--- config.mk ---
export PLATFORM = sky130hd
export DESIGN_NAME = xor_checksum_ctrl
export DESIGN_NICKNAME = d
export VERILOG_FILES = /design/src/rtl/xor_pkg.sv /design/src/rtl/xor_word.sv /design/src/rtl/xor_checksum_ctrl.sv
export SDC_FILE = /design/constraint.sdc
export NUM_CORES = 1
export LEC_CHECK = 0
export CAP_MARGIN = 5
export CORE_MARGIN = 3
export CORE_UTILIZATION = 54
export DETAILED_ROUTE_END_ITERATION = 16
export PLACE_DENSITY_LB_ADDON = 0.1
export SLEW_MARGIN = 20
export SYNTH_ARGS = -nofsm -noshare
export SYNTH_HDL_FRONTEND = slang
export SYNTH_SLANG_ARGS = --single-unit
--- constraint.sdc ---
create_clock -name clk -period 5.4 [get_ports clk]
set_input_delay 0.54 -clock clk [delete_from_list [all_inputs] [get_ports clk]]
set_output_delay 0.54 -clock clk [all_outputs]
set_load 0.02 [all_outputs]
--- src/rtl/xor_pkg.sv ---
// Shared definitions for the XOR checksum sequencer: state encoding and
// default datapath widths.
package xor_pkg;

    localparam int unsigned XOR_DATA_W = 8;
    localparam int unsigned XOR_LEN_W  = 8;

    typedef enum logic [1:0] {
        IDLE  = 2'd0,
        ACCUM = 2'd1,
        DONE  = 2'd2
    } state_t;

endpackage

--- src/rtl/xor_word.sv ---
// Combinational W-bit two-input XOR; the shared datapath element.
// Ports: a, b - operands; y - a ^ b.
module xor_word #(
    parameter int unsigned W = 8
) (
    input  logic [W-1:0] a,
    input  logic [W-1:0] b,
    output logic [W-1:0] y
);

    assign y = a ^ b;

endmodule

--- src/rtl/xor_checksum_ctrl.sv ---
// Sequencer that folds a job of `len` words from a valid/ready stream into an
// XOR accumulator and presents checksum + parity on a valid/ready output.
// Ports:
//   clk, rst              - clock, synchronous active-high reset
//   start, len, busy      - job request / length / not-idle indicator
//   in_valid, in_data,
//   in_ready              - input word stream
//   out_valid, out_ready,
//   checksum, parity      - result handshake, XOR of words and its parity
module xor_checksum_ctrl
    import xor_pkg::*;
#(
    parameter int unsigned DATA_W = XOR_DATA_W,
    parameter int unsigned LEN_W  = XOR_LEN_W
) (
    input  logic              clk,
    input  logic              rst,
    input  logic              start,
    input  logic [LEN_W-1:0]  len,
    output logic              busy,
    input  logic              in_valid,
    input  logic [DATA_W-1:0] in_data,
    output logic              in_ready,
    output logic              out_valid,
    input  logic              out_ready,
    output logic [DATA_W-1:0] checksum,
    output logic              parity
);

    state_t              r_state;
    logic [DATA_W-1:0]   r_acc;
    logic [LEN_W-1:0]    r_rem;
    logic                r_parity;
    logic                r_busy;
    logic                r_in_ready;
    logic                r_out_valid;

    state_t              w_state_nxt;
    logic [DATA_W-1:0]   w_acc_nxt;
    logic [LEN_W-1:0]    w_rem_nxt;
    logic [DATA_W-1:0]   w_xor;
    logic                w_beat;
    logic                w_par_chain [DATA_W];

    // Shared datapath: acc ^ in_data
    xor_word #(.W(DATA_W)) u_xor (
        .a (r_acc),
        .b (in_data),
        .y (w_xor)
    );

    // Parity of the next accumulator value, so it lands in step with r_acc
    assign w_par_chain[0] = w_acc_nxt[0];
    for (genvar i = 1; i < DATA_W; i++) begin : g_par
        xor_word #(.W(1)) u_par (
            .a (w_par_chain[i-1]),
            .b (w_acc_nxt[i]),
            .y (w_par_chain[i])
        );
    end

    assign w_beat = in_valid & r_in_ready;

    // Next-state and datapath next values
    always_comb begin
        w_state_nxt = r_state;
        w_acc_nxt   = r_acc;
        w_rem_nxt   = r_rem;
        case (r_state)
            IDLE: begin
                if (start) begin
                    w_acc_nxt = '0;
                    if (len != '0) begin
                        w_state_nxt = ACCUM;
                        w_rem_nxt   = len;
                    end else begin
                        w_state_nxt = DONE;
                    end
                end
            end
            ACCUM: begin
                if (w_beat) begin
                    w_acc_nxt = w_xor;
                    w_rem_nxt = r_rem - LEN_W'(1);
                    if (r_rem == LEN_W'(1)) begin
                        w_state_nxt = DONE;
                    end
                end
            end
            DONE: begin
                if (out_ready) begin
                    w_state_nxt = IDLE;
                end
            end
            default: begin
                w_state_nxt = IDLE;
            end
        endcase
    end

    // State, datapath and registered status flags (decoded from next state)
    always_ff @(posedge clk) begin
        if (rst) begin
            r_state     <= IDLE;
            r_acc       <= '0;
            r_rem       <= '0;
            r_parity    <= 1'b0;
            r_busy      <= 1'b0;
            r_in_ready  <= 1'b0;
            r_out_valid <= 1'b0;
        end else begin
            r_state     <= w_state_nxt;
            r_acc       <= w_acc_nxt;
            r_rem       <= w_rem_nxt;
            r_parity    <= w_par_chain[DATA_W-1];
            r_busy      <= (w_state_nxt != IDLE);
            r_in_ready  <= (w_state_nxt == ACCUM);
            r_out_valid <= (w_state_nxt == DONE);
        end
    end

    assign busy      = r_busy;
    assign in_ready  = r_in_ready;
    assign out_valid = r_out_valid;
    assign checksum  = r_acc;
    assign parity    = r_parity;

endmodule
==> flow_summary.yaml, run 1 <==
status:
  outcome: "finished, final reports clean"
pwr:
  irDropWorstVdd_mv: 0.204
  combPwrFrac_pct: 28.2
  internal_power_uw: 244
  power_switching_uw: 110
  p_sw_share_pct: 31.0
  p_per_area_nw_per_um2: 190
  pwr-share-seq_pct: 51.6
  clock_power_share_pct: 20.2
  p_leak_uw: 0.000671
clock_network:
  post-cts-setup-buffers: 0
  clockBufferDepth: 2
  h-tree-depth: 1
  cts_buffers: 3
  insertion_delay_ns: 0.30
  cts_tree: "yes"
  cts_resized: 0
  clk_pin_slew_ns: 0.11
  hold_buffers: 0
  cts-root-buf: "clkbuf_4"
  cts.sinks: 22
drt:
  drc_errors: 0
  drtIter0Drc: 130
  dr.pass1.iters: 4
  vias_per_cell: 6.34
  ant_nets: 0
  wire_per_inst_um: 14.3
  wirelength_um: 3610
  num_vias: 1604
synthesis:
  syn_nets: 224
  yosysUniqueCellTypes: 46
  syn_inst: 201
  yosysSeqAreaShare_pct: 28.5
  synth_edf_count: 0
  yosys_warnings: 0
  synth_ff_type: "dfxtp_1"
  ys_seq_elements: 22
  syn_avg_cell_area_um2: 7.70
  syn-cell-area_um2: 1550
  async_flop_share_pct: 0
worst_hold_path:
  worstHoldPathType: "reg -> reg"
cells_and_area:
  area_growth_pct: 20.4
  final-seq-area_um2: 440
  post-route-util_pct: 71.9
  final_common_cell: "clkdlybuf4s50_1"
  n_antenna_cell: 0
  layout_common_cells: "clkdlybuf4s50_1, dfxtp_1, nand2_1"
  multiInputGateArea_um2: 1030
  fin_nets: 248
  filler_cell_count: 199
  drive_above_1_share_pct: 7.62
sta:
  fin_skew_ns: 0.00305
  clock.fmax_mhz: 397
  min_period_ns: 2.52
  finalSetupViolCount: 0
  worst_pin_slew_ns: 0.947
  tns_ns: 0
  post-route-period-util_pct: 46.6
  drv_slew: 0
  grt_setup_unrepaired: "false"
  setup_slack_ns: 2.88
  hold_violations: 0
  slew_headroom_pct: 36.9
placement:
  post-place-ws_ns: 2.59
  gp_congestion: 0.973
  port_buffers: 32
  hpwl_um: 2660
global_routing:
  grt_max_degree: 21
  track_usage_pct: 20.7
  grt_pass1_vias: 1439
  antenna_found_initial: 0
  grt_pass1_wl_um: 5800
  overflow: 0
worst_setup_path:
  crit_path_end_kind: "flop"
  cp.arrival_ns: 2.69
  required_ns: 5.57
  critPathKind: "in -> reg"
  cp-start-kind: "input port"
  worstPathMaxFanout: 15
run:
  maxCapViolations: 0
floorplan:
  core_um2: 2590
  die_area_um2: 3540
  die_w_um: 59.5
  io_pins: 33
  die_height_um: 59.5
  core.rowCount: 18
  start_util_pct: 59.8
-- worst paths after layout --
path,to,slack (ns),cells after the start,startpoint
worst max-delay path,r_rem[3],2.88,7,len[0]
worst min-delay path,checksum[2],0.54,2,checksum[2]
worst max register to register,parity,3.04,6,r_state[0]
worst min register to register,checksum[2],0.54,2,checksum[2]
-- cells in the mapped netlist (all sizes together) (4+ instances only) --
library cell / number / area [um^2]
nor3: 5 / 25.0
a211o: 5 / 43.8
xnor2: 4 / 35.0
a21oi: 18 / 93.8
nor3b: 7 / 57.6
a211oi: 5 / 37.5
or2: 7 / 43.8
nor4: 4 / 25.0
nand3: 12 / 60.1
clkbuf: 7 / 26.3
nand2: 18 / 67.6
buf: 6 / 38.8
inv: 4 / 15.0
a22oi: 6 / 45.0
o21ai: 14 / 70.1
nor2: 17 / 63.8
dfxtp: 22 / 440
-- stage by stage --
stage                     hold slack, ns  cells  area (um^2)  power (uW)
after floorplan                    0.480    201         1550         248
after global placement             0.504    250         1840         280
after detailed placement           0.517    250         1840         284
after CTS                          0.533    253         1860         357
after global routing               0.561    253         1860         374
final                              0.538    253         1860         354
-- power by group through the flow --
stage	clock network (uW)	registers (uW)	logic [uW]
after global placement	0	185	95.3
after floorplan	0	186	62.6
after CTS	75.3	182	99.3
after global routing	80.6	184	110
final	71.4	182	99.9
after detailed placement	0	186	98.8
-- logic make-up (layout without fill, tap and decap cells) --
logic type,after synthesis,in the layout,synth area share (%)
compound gates,63,63,27.6
xor+xnor,6,6,3.40
fa+ha+maj,2,2,1.62
buf+inv,17,39,5.17
flops,22,22,28.5
simple gates,91,91,33.8
-- worst max-delay path: stages --
cell and delay, ns:
clkdlybuf4s50_1 0.51, nor4_1 0.09, a211o_1 0.28, a21oi_1 0.76
o21ai_0 0.24, a22oi_1 0.21, nor2_1 0.05
-- state kept, by name (all words and copies together), names as in the netlist --
name,count
parity,1
in_ready,1
r_state,2
checksum,8
out_valid,1
r_rem,8
busy,1
-- routing by layer --
| layer | global-route usage (%) | part of all wire [%] | vias up |
|---|---|---|---|
| met3 | 3.05 | 5.0 | 4 |
| met1 | 23.0 | 44 | 748 |
| li1 | - | - | 798 |
| met5 | 0 | 0 | - |
| met2 | 39.0 | 50 | 54 |
| met4 | 8.23 | 0.80 | 0 |
-- cell type report --
cell class / instances / share of cell area [%]
Multi-Input combinational cell: 162 / 55.1
Sequential cell: 22 / 23.6
Timing Repair Buffer: 32 / 17.2
Tap cell: 30 / 2.01
Clock buffer: 3 / 1.21
Inverter: 4 / 0.806
No activity file was read; power rests on OpenSTA's default activity.
==> inputs of run 2 (changes only) <==
Settings changed: CORE_UTILIZATION 54 to 51.
Clock period 5.4 ns to 2.6 ns, I/O delays scaled along.
==> flow_summary.yaml, run 2 (synthesized netlist as in run 1, its figures left out) <==
drt:
  ant_nets: 0
  vias_per_cell: 6.24
  dr.pass1.iters: 5
  drc_errors: 0
  wirelength_um: 3640
  wire_per_inst_um: 14.1
  drtIter0Drc: 122
  num_vias: 1610
sta:
  worst_pin_slew_ns: 0.954
  hold_violations: 0
  clock.fmax_mhz: 444
  finalSetupViolCount: 0
  tns_ns: 0
  slew_headroom_pct: 36.4
  min_period_ns: 2.25
  post-route-period-util_pct: 86.6
  fin_skew_ns: 0.000574
  grt_setup_unrepaired: "false"
  drv_slew: 0
floorplan:
  die_area_um2: 3730
  io_pins: 33
  start_util_pct: 54.7
  die_w_um: 61.1
  die_height_um: 61.1
  core.rowCount: 19
  core_um2: 2830
clock_network:
  cts.sinks: 22
  post-cts-setup-buffers: 0
  clockBufferDepth: 2
  insertion_delay_ns: 0.30
  h-tree-depth: 1
  cts_buffers: 3
  hold_buffers: 0
  cts_resized: 0
  cts_tree: "yes"
  clk_pin_slew_ns: 0.12
  cts-root-buf: "clkbuf_4"
worst_setup_path:
  critPathKind: "reg -> reg"
  path_cells: "and4b_1, nor3_1, o41ai_2, o211ai_1, a211o_1, a21oi_2"
  crit_slowest_cell: "dfxtp_1"
  cp.arrival_ns: 2.49
  cp_num_buf_inv: 0
  reg2reg_from: "r_state[0]"
  r2r-end: "parity"
  startpoint: "r_state[0]"
  r2r_setup_slack_ns: 0.35
  required_ns: 2.84
  reg2reg_depth: 6
  worst_path_largest_cell_delay_ns: 0.64
  critPathTopFamily: "compound AO/OA/AOI/OAI gates"
  crit_cells: 6
  worstPathMaxFanout: 13
  cp-endpoint: "parity"
  crit_path_end_kind: "flop"
  cp-start-kind: "flop"
global_routing:
  track_usage_pct: 20.4
  grt_pass1_vias: 1444
  overflow: 0
  antenna_found_initial: 0
  grt_pass1_wl_um: 5900
  grt_max_degree: 20
pwr:
  combPwrFrac_pct: 27.3
  irDropWorstVdd_mv: 0.329
  p_sw_share_pct: 30.1
  pwr-share-seq_pct: 49.0
  p_per_area_nw_per_um2: 407
  internal_power_uw: 541
  power_uw: 774
  p_leak_uw: 0.000693
  clock_power_share_pct: 23.7
  power_switching_uw: 233
cells_and_area:
  drive_above_1_share_pct: 9.25
  filler_cell_count: 250
  n_antenna_cell: 0
  area_growth_pct: 22.8
  layout_common_cells: "clkdlybuf4s50_1, dfxtp_1, nand2_1"
  fin_nets: 251
  final_common_cell: "clkdlybuf4s50_1"
worst_hold_path:
  hold_start: "checksum[2]"
  worstHoldPathType: "reg -> reg"
run:
  maxCapViolations: 0
status:
  outcome: "finished, final reports clean"
placement:
  gp_congestion: 0.938
  port_buffers: 32
  hpwl_um: 2790
==> run 2: changes by cell type in the layout (fill, tap and decap cells not counted) <==
| cell | before | now |
|---|---|---|
| buf_4 | 0 | 3 |
| clkbuf_8 | 0 | 1 |
==> run 2: how the worst min path moves through the flow <==
stage / cells after the start / endpoint
final: 2 / checksum[2]
after global routing: 2 / r_rem[1]
after CTS: 2 / checksum[2]
after detailed placement: 2 / r_rem[5]
after global placement: 2 / checksum[4]
after floorplan: 2 / busy
==> run 2: layer usage <==
metal / wire length, um / share of wire [%] / global-route usage [%]
met3: 228 / 6.3 / 3.14
met2: 1870 / 52 / 39.0
met4: 29 / 0.80 / 6.81
met1: 1500 / 41 / 22.6
met5: 0 / 0 / 0
==> run 2: final cells by class <==
cell class / instances / area (um^2) / area share, %
Timing Repair Buffer: 35 / 343 / 18.0
Tap cell: 31 / 38.8 / 2.04
Multi-Input combinational cell: 162 / 1030 / 54.0
Sequential cell: 22 / 440 / 23.2
Clock buffer: 4 / 36.3 / 1.91
Inverter: 4 / 15.0 / 0.790
==> run 2: worst min-delay path, stage by stage (launching register included) <==
cell	delay, ns
dfxtp_1	0.37
nand3_1	0.08
a21oi_1	0.06
==> run 2: metrics by stage <==
stage | setup slack, ns | cells | cell area [um^2] | util [%] | hold slack [ns]
2_1_floorplan | 0.629 | 201 | 1550 | - | 0.387
4_1_cts | 0.346 | 258 | 1900 | 67.2 | 0.537
3_5_place_dp | 0.0747 | 254 | 1860 | 65.9 | 0.515
6_report | 0.348 | 258 | 1900 | 67.2 | 0.534
5_1_grt | 0.122 | 258 | 1900 | 67.2 | 0.567
3_3_place_gp | 0.187 | 254 | 1860 | 65.9 | 0.505
==> run 2: power by group through the flow <==
stage	Combinational, uW	Clock, uW	Sequential (uW)
after floorplan	130	0	385
after global placement	202	0	384
after detailed placement	210	0	386
after CTS	210	192	378
after global routing	234	205	382
final	211	184	379
==> inputs of run 3 (changes only) <==
Settings changed: CELL_PAD_IN_SITES_DETAIL_PLACEMENT from default to 1, CELL_PAD_IN_SITES_GLOBAL_PLACEMENT from default to 2, CORE_UTILIZATION 51 to 29.
==> flow_summary.yaml, run 3 (synthesized netlist as in run 1, its figures left out) <==
run:
  maxCapViolations: 0
worst_setup_path:
  required_ns: 2.81
  critPathKind: "reg -> reg"
  path_cells: "and4b_1, nor3_1, o41ai_2, o211ai_1, a211o_1, a21oi_2"
  worstPathMaxFanout: 13
  cp.arrival_ns: 2.50
  critPathTopFamily: "compound AO/OA/AOI/OAI gates"
  cp-start-kind: "flop"
  cp_num_buf_inv: 0
  crit_path_end_kind: "flop"
  crit_slowest_cell: "dfxtp_1"
  worst_path_largest_cell_delay_ns: 0.66
worst_hold_path:
  worstHoldPathType: "reg -> reg"
cells_and_area:
  fin_nets: 252
  filler_cell_count: 632
  drive_above_1_share_pct: 9.65
  n_antenna_cell: 0
  final_area_um2: 1990
  final_common_cell: "clkdlybuf4s50_1"
  layout_common_cells: "clkdlybuf4s50_1, dfxtp_1, nand2_1"
  area_growth_pct: 28.5
floorplan:
  die_w_um: 79.1
  core_um2: 4940
  io_pins: 33
  start_util_pct: 31.3
  die_height_um: 79.1
  die_area_um2: 6250
  core.rowCount: 25
clock_network:
  h-tree-depth: 1
  cts.sinks: 22
  post-cts-setup-buffers: 0
  cts_buffers: 3
  cts_resized: 0
  clk_pin_slew_ns: 0.09
  clockBufferDepth: 2
  cts-root-buf: "clkbuf_8"
  insertion_delay_ns: 0.27
  cts_tree: "yes"
  hold_buffers: 0
drt:
  wirelength_um: 4610
  dr.pass1.iters: 4
  ant_nets: 0
  drtIter0Drc: 80
  num_vias: 1633
  vias_per_cell: 5.54
  wire_per_inst_um: 15.6
  drc_errors: 0
status:
  outcome: "finished, final reports clean"
sta:
  drv_slew: 0
  hold_violations: 0
  worst_pin_slew_ns: 0.998
  clock.fmax_mhz: 436
  slew_headroom_pct: 33.5
  fin_skew_ns: 0.00375
  grt_setup_unrepaired: "false"
  hold_ws_ns: 0.542
  post-route-period-util_pct: 88.2
  min_period_ns: 2.29
  finalSetupViolCount: 0
  tns_ns: 0
  setup_slack_ns: 0.306
global_routing:
  overflow: 0
  grt_pass1_wl_um: 7720
  track_usage_pct: 15.1
  grt_pass1_vias: 1634
  antenna_found_initial: 0
  grt_max_degree: 21
pwr:
  pwr-share-seq_pct: 40.6
  combPwrFrac_pct: 23.5
  power_switching_uw: 272
  irDropWorstVdd_mv: 0.197
  clock_power_share_pct: 35.8
  power_uw: 935
  p_sw_share_pct: 29.1
  internal_power_uw: 663
  p_per_area_nw_per_um2: 470
  p_leak_uw: 0.000712
placement:
  port_buffers: 32
  hpwl_um: 3480
  post-place-ws_ns: 0.0669
  dpl_cell_area_um2: 1920
  gp_congestion: 0.839
## run 3: cell types whose count changed in the layout (fill, tap and decap cells not counted)
cell,previous run,this run
clkbuf_4,3,0
clkbuf_8,1,3
buf_4,3,4
bufinv_16,0,1
## run 3: layout make-up
class | count | area (um^2) | share of cell area [%]
clock buffers | 3 | 41.3 | 2.08
flip-flops and latches | 22 | 440 | 22.2
clock inverters | 1 | 30.0 | 1.51
multi-input cells | 162 | 1030 | 51.7
repair buffers | 36 | 350 | 17.6
well taps | 67 | 83.8 | 4.22
inverters | 4 | 15.0 | 0.755
## run 3: metal layers
layer | routed length (um) | GRT usage, % | up-vias | part of all wire, %
li1 | - | - | 806 | -
met1 | 2260 | 20.1 | 806 | 49
met2 | 2220 | 25.9 | 19 | 48
met3 | 114 | 2.61 | 2 | 2.5
met4 | 20 | 2.58 | 0 | 0.43
met5 | 0 | 0 | - | 0
## run 3: power by group through the flow
stage          clock network, uW  logic, uW  registers [uW]
2_1_floorplan                  0        130             385
3_3_place_gp                   0        212             386
3_5_place_dp                   0        221             388
4_1_cts                      340        222             380
5_1_grt                      363        245             384
6_report                     335        220             380
## run 3: path summary, 6_finish.rpt
check / start / to / slack (ns) / cells after the start
min reg2reg: checksum[2] / checksum[2] / 0.54 / 2
max reg2reg: r_state[0] / parity / 0.31 / 6
max: r_state[0] / parity / 0.31 / 6
min: checksum[2] / checksum[2] / 0.54 / 2
## run 3: stage by stage
stage,util (%),cells
CTS,40.2,295
floorplan,-,201
finish,40.2,295
global route,40.2,295
detailed placement,38.8,291
global placement,38.8,291
## run 3: tightest hold or removal path, cell delays in order (launching register included)
cell and delay, ns:
dfxtp_1 0.36, nand3_1 0.08, a21oi_1 0.06
